File: config.mk
export PLATFORM = sky130hd
export DESIGN_NAME = ddr_rd_test_sched
export DESIGN_NICKNAME = d
export VERILOG_FILES = /design/src/rtl/ddr_rd_test_sched.sv
export SDC_FILE = /design/constraint.sdc
export NUM_CORES = 1
export LEC_CHECK = 0
export CAP_MARGIN = 40
export CORE_MARGIN = 4
export CORE_UTILIZATION = 58
export CTS_CLUSTER_SIZE = 28
export DETAILED_ROUTE_END_ITERATION = 10
export GPL_ROUTABILITY_DRIVEN = 0
export PLACE_DENSITY = 0.87
export SLEW_MARGIN = 15
export SYNTH_ARGS = -nofsm -noshare
export SYNTH_HDL_FRONTEND = slang
export SYNTH_SLANG_ARGS = --single-unit
File: constraint.sdc
create_clock -name clk -period 40.8 [get_ports clk]
set_clock_uncertainty 0.05 [all_clocks]
set_input_delay 12.24 -clock clk [delete_from_list [all_inputs] [get_ports clk]]
set_output_delay 12.24 -clock clk [all_outputs]
set_load 0.05 [all_outputs]
File: src/rtl/ddr_rd_test_sched.sv
// Job scheduler for the DDR bandwidth test: sequences NJOB read jobs through the read master and tallies beats/cycles.
// Optional DDR_RD_DATA_CHECK_EN adds address-pattern data checking (ERR_CNT_REG / ERR_ADDR_REG).
module ddr_rd_test_sched #(
    parameter int unsigned DATA_WIDTH     = 64,
    parameter int unsigned BURST_LENGTH   = 7,
    parameter int unsigned TIMEOUT_CYCLES = 1048576
) (
    input  logic                  clk,
    input  logic                  rst,
    input  logic                  START_REG,
    input  logic [31:0]           ADDR_REG,
    input  logic [31:0]           NBURST_REG,
    input  logic [31:0]           NJOB_REG,
    input  logic [31:0]           STRIDE_REG,
    output logic                  BUSY_REG,
    output logic                  DONE_REG,
    output logic                  TIMEOUT_REG,
    output logic [31:0]           CYCLES_REG,
    output logic [31:0]           BEATS_REG,
`ifdef DDR_RD_DATA_CHECK_EN
    output logic [31:0]           ERR_CNT_REG,
    output logic [31:0]           ERR_ADDR_REG,
`endif
    output logic                  rd_start,
    output logic [31:0]           rd_addr,
    output logic [31:0]           rd_nburst,
    input  logic                  rd_idle,
    input  logic                  s_axis_tvalid,
    input  logic [DATA_WIDTH-1:0] s_axis_tdata,
    output logic                  s_axis_tready
);

    localparam logic [31:0] BEATS_PER_BURST = 32'(BURST_LENGTH + 1);
    localparam logic [31:0] TIMEOUT_LIM     = 32'(TIMEOUT_CYCLES);
    localparam logic [31:0] SAT_MAX         = 32'hFFFF_FFFF;

    localparam logic [2:0] S_IDLE  = 3'd0;
    localparam logic [2:0] S_WAIT  = 3'd1;
    localparam logic [2:0] S_ISSUE = 3'd2;
    localparam logic [2:0] S_RUN   = 3'd3;
    localparam logic [2:0] S_NEXT  = 3'd4;
    localparam logic [2:0] S_DONE  = 3'd5;

    logic [2:0]  state, state_d;
    logic        armed, armed_d;
    logic [31:0] njob_q, njob_d;
    logic [31:0] nburst_q, nburst_d;
    logic [31:0] stride_q, stride_d;
    logic [31:0] job_q, job_d;
    logic [31:0] job_beats_q, job_beats_d;
    logic [31:0] job_timer_q, job_timer_d;
    logic        busy_d, done_d, timeout_d, rd_start_d;
    logic [31:0] cycles_d, beats_d, rd_addr_d, rd_nburst_d;
    logic [31:0] job_target;
    logic        beat_acc;
    logic        in_xfer;

    assign beat_acc   = s_axis_tvalid & s_axis_tready;
    assign job_target = nburst_q * BEATS_PER_BURST;
    assign in_xfer    = (state == S_ISSUE) || (state == S_RUN);

`ifdef DDR_RD_DATA_CHECK_EN
    localparam int unsigned LANES      = DATA_WIDTH / 32;
    localparam int unsigned BEAT_BYTES = DATA_WIDTH / 8;

    logic        err_seen, err_seen_d;
    logic [31:0] err_cnt_d, err_addr_d;
    logic [31:0] beat_addr;
    logic        beat_bad;

    // Beat i of a job carries lanes A+4j where A = job address + i*beat size.
    always_comb begin
        beat_addr = rd_addr + job_beats_q * 32'(BEAT_BYTES);
        beat_bad  = 1'b0;
        for (int j = 0; j < int'(LANES); j++) begin
            if (s_axis_tdata[32*j +: 32] != beat_addr + 32'(4 * j)) begin
                beat_bad = 1'b1;
            end
        end
    end
`else
    logic unused_tdata;
    assign unused_tdata = ^s_axis_tdata;
`endif

    // Next-state and next-output logic.
    always_comb begin
        state_d     = state;
        armed_d     = armed | ~START_REG;
        njob_d      = njob_q;
        nburst_d    = nburst_q;
        stride_d    = stride_q;
        job_d       = job_q;
        job_beats_d = job_beats_q;
        job_timer_d = job_timer_q;
        busy_d      = BUSY_REG;
        done_d      = DONE_REG;
        timeout_d   = TIMEOUT_REG;
        cycles_d    = CYCLES_REG;
        beats_d     = BEATS_REG;
        rd_start_d  = rd_start;
        rd_addr_d   = rd_addr;
        rd_nburst_d = rd_nburst;
`ifdef DDR_RD_DATA_CHECK_EN
        err_seen_d  = err_seen;
        err_cnt_d   = ERR_CNT_REG;
        err_addr_d  = ERR_ADDR_REG;
`endif

        case (state)
            S_IDLE: begin
                if (START_REG && armed) begin
                    armed_d     = 1'b0;
                    njob_d      = NJOB_REG;
                    nburst_d    = NBURST_REG;
                    stride_d    = STRIDE_REG;
                    job_d       = 32'd0;
                    job_beats_d = 32'd0;
                    cycles_d    = 32'd0;
                    beats_d     = 32'd0;
                    timeout_d   = 1'b0;
`ifdef DDR_RD_DATA_CHECK_EN
                    err_seen_d  = 1'b0;
                    err_cnt_d   = 32'd0;
                    err_addr_d  = 32'd0;
`endif
                    if (NJOB_REG == 32'd0 || NBURST_REG == 32'd0) begin
                        state_d = S_DONE;
                        done_d  = 1'b1;
                    end else begin
                        state_d     = S_WAIT;
                        busy_d      = 1'b1;
                        rd_addr_d   = ADDR_REG;
                        rd_nburst_d = NBURST_REG;
                    end
                end
            end
            S_WAIT: begin
                job_timer_d = 32'd0;
                job_beats_d = 32'd0;
                if (rd_idle) begin
                    state_d    = S_ISSUE;
                    rd_start_d = 1'b1;
                end
            end
            S_ISSUE: begin
                if (!rd_idle) begin
                    state_d    = S_RUN;
                    rd_start_d = 1'b0;
                end
            end
            S_RUN: begin
                if (rd_idle && job_beats_q == job_target) begin
                    state_d = S_NEXT;
                end
            end
            S_NEXT: begin
                job_d     = job_q + 32'd1;
                rd_addr_d = rd_addr + stride_q;
                if (job_d == njob_q) begin
                    state_d = S_DONE;
                    busy_d  = 1'b0;
                    done_d  = 1'b1;
                end else begin
                    state_d = S_WAIT;
                end
            end
            S_DONE: begin
                if (!START_REG) begin
                    state_d = S_IDLE;
                    done_d  = 1'b0;
                end
            end
            default: begin
                state_d = S_IDLE;
            end
        endcase

        // Beat accounting and job timer; normal completion takes priority over a same-cycle timeout.
        if (in_xfer) begin
            if (beat_acc) begin
                job_beats_d = job_beats_q + 32'd1;
                if (BEATS_REG != SAT_MAX) beats_d = BEATS_REG + 32'd1;
`ifdef DDR_RD_DATA_CHECK_EN
                if (beat_bad) begin
                    if (ERR_CNT_REG != SAT_MAX) err_cnt_d = ERR_CNT_REG + 32'd1;
                    if (!err_seen) begin
                        err_seen_d = 1'b1;
                        err_addr_d = beat_addr;
                    end
                end
`endif
            end
            job_timer_d = job_timer_q + 32'd1;
            if (state_d != S_NEXT && job_timer_d == TIMEOUT_LIM) begin
                state_d    = S_DONE;
                rd_start_d = 1'b0;
                timeout_d  = 1'b1;
                busy_d     = 1'b0;
                done_d     = 1'b1;
            end
        end

        if ((in_xfer || state == S_WAIT || state == S_NEXT) && CYCLES_REG != SAT_MAX) begin
            cycles_d = CYCLES_REG + 32'd1;
        end
    end

    always_ff @(posedge clk or posedge rst) begin
        if (rst) begin
            state         <= S_IDLE;
            armed         <= 1'b0;
            njob_q        <= 32'd0;
            nburst_q      <= 32'd0;
            stride_q      <= 32'd0;
            job_q         <= 32'd0;
            job_beats_q   <= 32'd0;
            job_timer_q   <= 32'd0;
            BUSY_REG      <= 1'b0;
            DONE_REG      <= 1'b0;
            TIMEOUT_REG   <= 1'b0;
            CYCLES_REG    <= 32'd0;
            BEATS_REG     <= 32'd0;
            rd_start      <= 1'b0;
            rd_addr       <= 32'd0;
            rd_nburst     <= 32'd0;
            s_axis_tready <= 1'b0;
`ifdef DDR_RD_DATA_CHECK_EN
            err_seen      <= 1'b0;
            ERR_CNT_REG   <= 32'd0;
            ERR_ADDR_REG  <= 32'd0;
`endif
        end else begin
            state         <= state_d;
            armed         <= armed_d;
            njob_q        <= njob_d;
            nburst_q      <= nburst_d;
            stride_q      <= stride_d;
            job_q         <= job_d;
            job_beats_q   <= job_beats_d;
            job_timer_q   <= job_timer_d;
            BUSY_REG      <= busy_d;
            DONE_REG      <= done_d;
            TIMEOUT_REG   <= timeout_d;
            CYCLES_REG    <= cycles_d;
            BEATS_REG     <= beats_d;
            rd_start      <= rd_start_d;
            rd_addr       <= rd_addr_d;
            rd_nburst     <= rd_nburst_d;
            s_axis_tready <= 1'b1;
`ifdef DDR_RD_DATA_CHECK_EN
            err_seen      <= err_seen_d;
            ERR_CNT_REG   <= err_cnt_d;
            ERR_ADDR_REG  <= err_addr_d;
`endif
        end
    end

endmodule

Yosys cells after proc, flatten, opt, wreduce, memory -nomap -nowiden
Cells that the tools add are included.
Operators by class
  reductions and logical operators: 20
  add/sub/neg operators: 6
  multiplexer cells: 52
  bitwise logic cells: 4
  eq/ne operators: 13
Operators by type and width (number)
  $mux 32: 15
  $pmux 32 s2: 3
  $add 32x1->32 const B: 5
  $eq 32x32->1: 2
  $logic_not 32->1: 2
  $ne 32x32->1 const B: 2
  $add 32x32->32: 1
  $eq 32x21->1 const B: 1
  $mux 3: 9
  $mux 1: 21
  $pmux 3 s6: 1
  $reduce_bool 2->1: 4
  $eq 3x2->1 const B: 2
  $eq 3x3->1 const B: 2
  $reduce_and 2->1: 3
  $reduce_and 3->1: 2
  $logic_and 1x1->1: 4
  $logic_or 1x1->1: 4
  $ne 2x2->1 const B: 2
  $pmux 1 s2: 2
  $eq 3x1->1 const B: 1
  $logic_not 3->1: 1
  $ne 3x3->1 const B: 1
  $pmux 1 s3: 1
  3 further kinds: 4
Storage, ports and cells
  output and inout port bits: 133
  word-level logic and storage cells: 112
  bits of input ports: 197
  register bits: 326

Longest topological paths before layout
  depth after elaboration: 9
  mapped depth: 12
  gate-level depth less buffers: 12

Worst setup path before layout
OpenSTA, ideal clock, no wires.
  path kind: in2reg
  start: input port NJOB_REG[25]
  end: register rd_addr[11]
  arrival time: 14.155 ns
  stages on the path: 9
  path buffers: 3
  library setup time: 0.138 ns
  path slack: 26.458 ns
  data required time: 40.612 ns
  cells stage by stage: nor4_1 nand4_1 o22ai_1 or2_1 clkbuf_1 clkbuf_1 clkbuf_1 mux2i_1 o22ai_1
Between the ends
  cells in the longest elaborated chain, start to end: 4
RTL lines
  start, declared: line 13  | input logic [31:0] NJOB_REG,
  $logic_not 32->1: line 127  | if (NJOB_REG == 32'd0 || NBURST_REG == 32'd0) begin
  $logic_or 1x1->1: line 127
  $ne 2x2->1 (no line)
  $reduce_and 3->1 (no line)
  end signal, assigned: line 248  | rd_addr <= rd_addr_d;
  end, declared: line 25  | output logic [31:0] rd_addr,
No other way between the ends.
A chain may end at the register's enable or synchronous reset.

Final worst setup path
  start: input port NBURST_REG[24]
  end: register rd_addr[29]
Between the ends
  cells in the longest elaborated chain, start to end: 4
RTL lines
  start, declared: line 12  | input logic [31:0] NBURST_REG,
  $logic_not 32->1: line 127
  $logic_or 1x1->1: line 127
  $ne 2x2->1 (no line)
  $reduce_and 3->1 (no line)
No other way between the ends.

==> parameters.txt <==
Parameter                              Value

Outcome
  Run status    completed

Clocking
  CTS resizes    0
  Clock tree from TritonCTS    yes
  Longest Clk Path Bufs    3
  Clock sinks    326
  Quantity of hold-fixing buffers added after cts    0
  Buffer type at the clock tree root    sky130_fd_sc_hd__clkbuf_16
  Worst-Skew Late Latency    0.53 ns
  Level count of the clock H-tree    2
  Number of buffers inserted by post-CTS setup repair    0
  Number of buffers inserted during clock tree synthesis    37
  Clock transition at the registers of the reported paths    0.06 ns

Synth
  EDFF count, synth    0
  Proportion of register bits with asynchronous set or reset after synthesis    1.000
  Number of storage elements in the synthesis netlist    326
  Cell count after synthesis    roughly 2.1k
  Post-synthesis cell type with the largest combined area    sky130_fd_sc_hd__dfrtp_1
  Register area share after synthesis    0.4528
  Number of distinct library cells after synthesis    70
  Leading cell type by number of instances after synthesis    sky130_fd_sc_hd__nand2_1
  Top cells by area in the synthesized netlist    sky130_fd_sc_hd__dfrtp_1 45%, sky130_fd_sc_hd__nand2_1 9.6%, sky130_fd_sc_hd__o21ai_0 4.0%
  Predominant post-synthesis flop cell    sky130_fd_sc_hd__dfrtp_1
  Leading cell types by count after synthesis    463 x sky130_fd_sc_hd__nand2_1, 326 x sky130_fd_sc_hd__dfrtp_1, 144 x sky130_fd_sc_hd__o21ai_0
  Mapped Nets    roughly 2.3k
  Synth Cell Area    18020 sq um
  Post-synth top area share    0.4528
  Yosys synthesis warning count    0
  Synthesized area divided by synthesized cell count    between 8 and 9 sq um

Route
  Number of DRC markers in iteration 0    approximately 1.7k
  Number of antenna-violating nets in the routed design    0
  Via density per instance    between 6 and 7
  DRT Pass-1 Iters    6
  # DRC    0
  Total Wirelength    51780 um
  Mean routed wirelength per cell    19.07 um
  Vias after detailed routing    16.71k

Floorplan
  Die width    184.3 um
  Area of the core    slightly above 30000 sq um
  I/O Pins    330
  Chip Height    between 150 and 200 um
  Number of rows in the core area    64
  Floorplan die area    33950 sq um
  Starting density of the core    0.5890

Final layout
  Final nets    2522
  Syn-to-layout area delta    23.88%
  Proportion of layout cells with a drive suffix above 1    0.04842
  Post-route non-filler standard cell count    2715
  Cell area after layout    about 22000 sq um

Critical path
  Path type of the worst setup path    in2reg
  Critical-path cell with the highest stage delay    sky130_fd_sc_hd__buf_4
  Crit path launch type    input port
  Highest cell delay on the worst timing path    0.70 ns
  Critical Path Fanout Max    52
  Arrival time at the worst endpoint    15.37 ns
  Worst path buffer plus inverter count    2
  Cells along the critical path    clkdlybuf4s50_1 -> nor4_1 -> nand4_1 -> o22ai_1 -> or2_4 -> buf_4 -> mux2i_1 -> a2111oi_0
  Type of element capturing the critical path    flip-flop
  Cell class contributing the biggest share of worst-path delay    buffers and inverters
  Req. time, crit path    41.11 ns

Pwr
  P_leak    around 9.9 nW
  Max IR drop VDD    0.06363 mV
  Power density over cell area    around 74 nW/um^2

Timing
  Final max-slew violation count    0
  Final worst path period share    0.3690
  Unrepaired setup endpoints after global routing    false
  Post-Route Setup TNS    0 ns
  Slew at the pin with the worst max-slew slack    0.9068 ns
  Count of final setup violators    0
  Max Fclk    66.42 MHz
  Relative slew margins    0.3908
  Final hold violation count    0
  Final critical-path required period    around 15 ns

Worst hold path
  Worst Hold Class    reg2reg

Place
  I/O Buffers    about 270
  Area after detailed placement    about 21000 sq um
  Dpl cells    2641
  Detail Placement HPWL    35910 um

Global routing
  Overall Global Routing Usage    0.3000
  Initial antenna violation count    6
  Largest net degree at the start of global routing    117
  Global-route congestion overflow total    0
  Vias in the first global route    16.48k
  Wire length of the first global-routing pass    84240 um

Flow run
  Number of violations of the max-capacitance limit    0
-- final cells by class --
type / instances / area [sq um]
antenna: 6 / 15.01
clock buffer: 57 / 1144
clock inverter: 9 / 130.1
fill: 2143 / 8269
inverter: 34 / 135.1
multi-input combinational: 1602 / 9346
sequential: 326 / 8158
tap: 396 / 495.5
timing repair buffer: 285 / 2897
-- layout by cell type, fill, tap and decap left out, drive strengths merged, types with 32 or more instances in the layout --
master	netlist	routed
nand2	463	463
dfrtp	326	326
clkdlybuf4s50	0	265
o21ai	189	189
nand3	134	134
nor2	119	119
xor2	63	63
xnor2	60	60
clkbuf	92	57
a21oi	52	52
nand4	50	50
mux2	44	44
mux2i	42	42
nor4	39	39
ha	38	38
inv	34	35
o31ai	34	34
and3	34	34
nor3	32	32
-- stage by stage --
step	hold slack, ns	total power, mW	setup WS (ns)	utilization
2_1_floorplan	0.3997	1.064	19.48	-
3_5_place_dp	0.4177	1.293	25.24	0.6857
5_1_grt	0.4539	1.752	25.59	0.7296
3_3_place_gp	0.4126	1.263	25.36	0.6825
4_1_cts	0.4331	1.652	25.78	0.7274
6_report	0.4293	1.655	25.74	0.7297
-- kinds of logic after synthesis --
logic type | Yosys count | share of synthesized area
adders and majority gates | 39 | 0.02750
muxes | 86 | 0.05083
xor gates and xnor gates | 123 | 0.05979
DFF | 326 | 0.4528
other | 1 | 0.0002081
and+or+nand+nor | 957 | 0.2468
buffers and inverters | 142 | 0.03028
AOI/OAI and AO/OA | 396 | 0.1318
-- state kept, by name (all words and copies together) (netlist names) --
| register | flops |
|---|---|
| BEATS_REG | 32 |
| CYCLES_REG | 32 |
| job_beats_q | 32 |
| job_q | 32 |
| job_timer_q | 32 |
| njob_q | 32 |
| rd_addr | 32 |
| rd_nburst | 32 |
| stride_q | 32 |
| nburst_q | 29 |
| state | 3 |
| BUSY_REG | 1 |
| DONE_REG | 1 |
| TIMEOUT_REG | 1 |
| armed | 1 |
| rd_start | 1 |
| s_axis_tready | 1 |
-- final timing paths --
check	startpoint	endpoint	slack, ns	cells past startpoint
setup / recovery	NBURST_REG[24]	rd_addr[29]	25.74	8
hold / removal	stride_q[26]	stride_q[26]	0.43	2
setup reg to reg	state[1]	rd_addr[29]	37.16	6
hold reg to reg	stride_q[26]	stride_q[26]	0.43	2
max in group asynchronous	rst	BEATS_REG[14]	26.52	6
min in group asynchronous	rst	njob_q[13]	11.95	2
-- worst register-to-register path, stage by stage, from the launching register on --
cell and delay (ns):
sky130_fd_sc_hd__dfrtp_1 0.56, sky130_fd_sc_hd__nor3_1 0.50, sky130_fd_sc_hd__nand3_4 0.63, sky130_fd_sc_hd__or2_4 0.60, sky130_fd_sc_hd__buf_4 0.40, sky130_fd_sc_hd__mux2i_1 0.23, sky130_fd_sc_hd__a2111oi_0 0.51
-- per-layer routing --
metal  share of wire  up-vias  wire length, um  GRT usage
li1                -     7765                -          -
met1            0.40     8006            20500     0.3923
met2            0.47      791            24580     0.4936
met3           0.091      144             4692    0.06315
met4           0.039        0             2003     0.1168
met5               0        -                0          0
-- power breakdown --
part | total, mW | leakage, nW | switching, mW | internal, mW
clock network | 0.345 | 0.625 | 0.133 | 0.212
logic | 0.758 | 5.07 | 0.463 | 0.296
registers | 0.552 | 4.20 | 0.120 | 0.431
No activity file was read; power rests on OpenSTA's default activity.
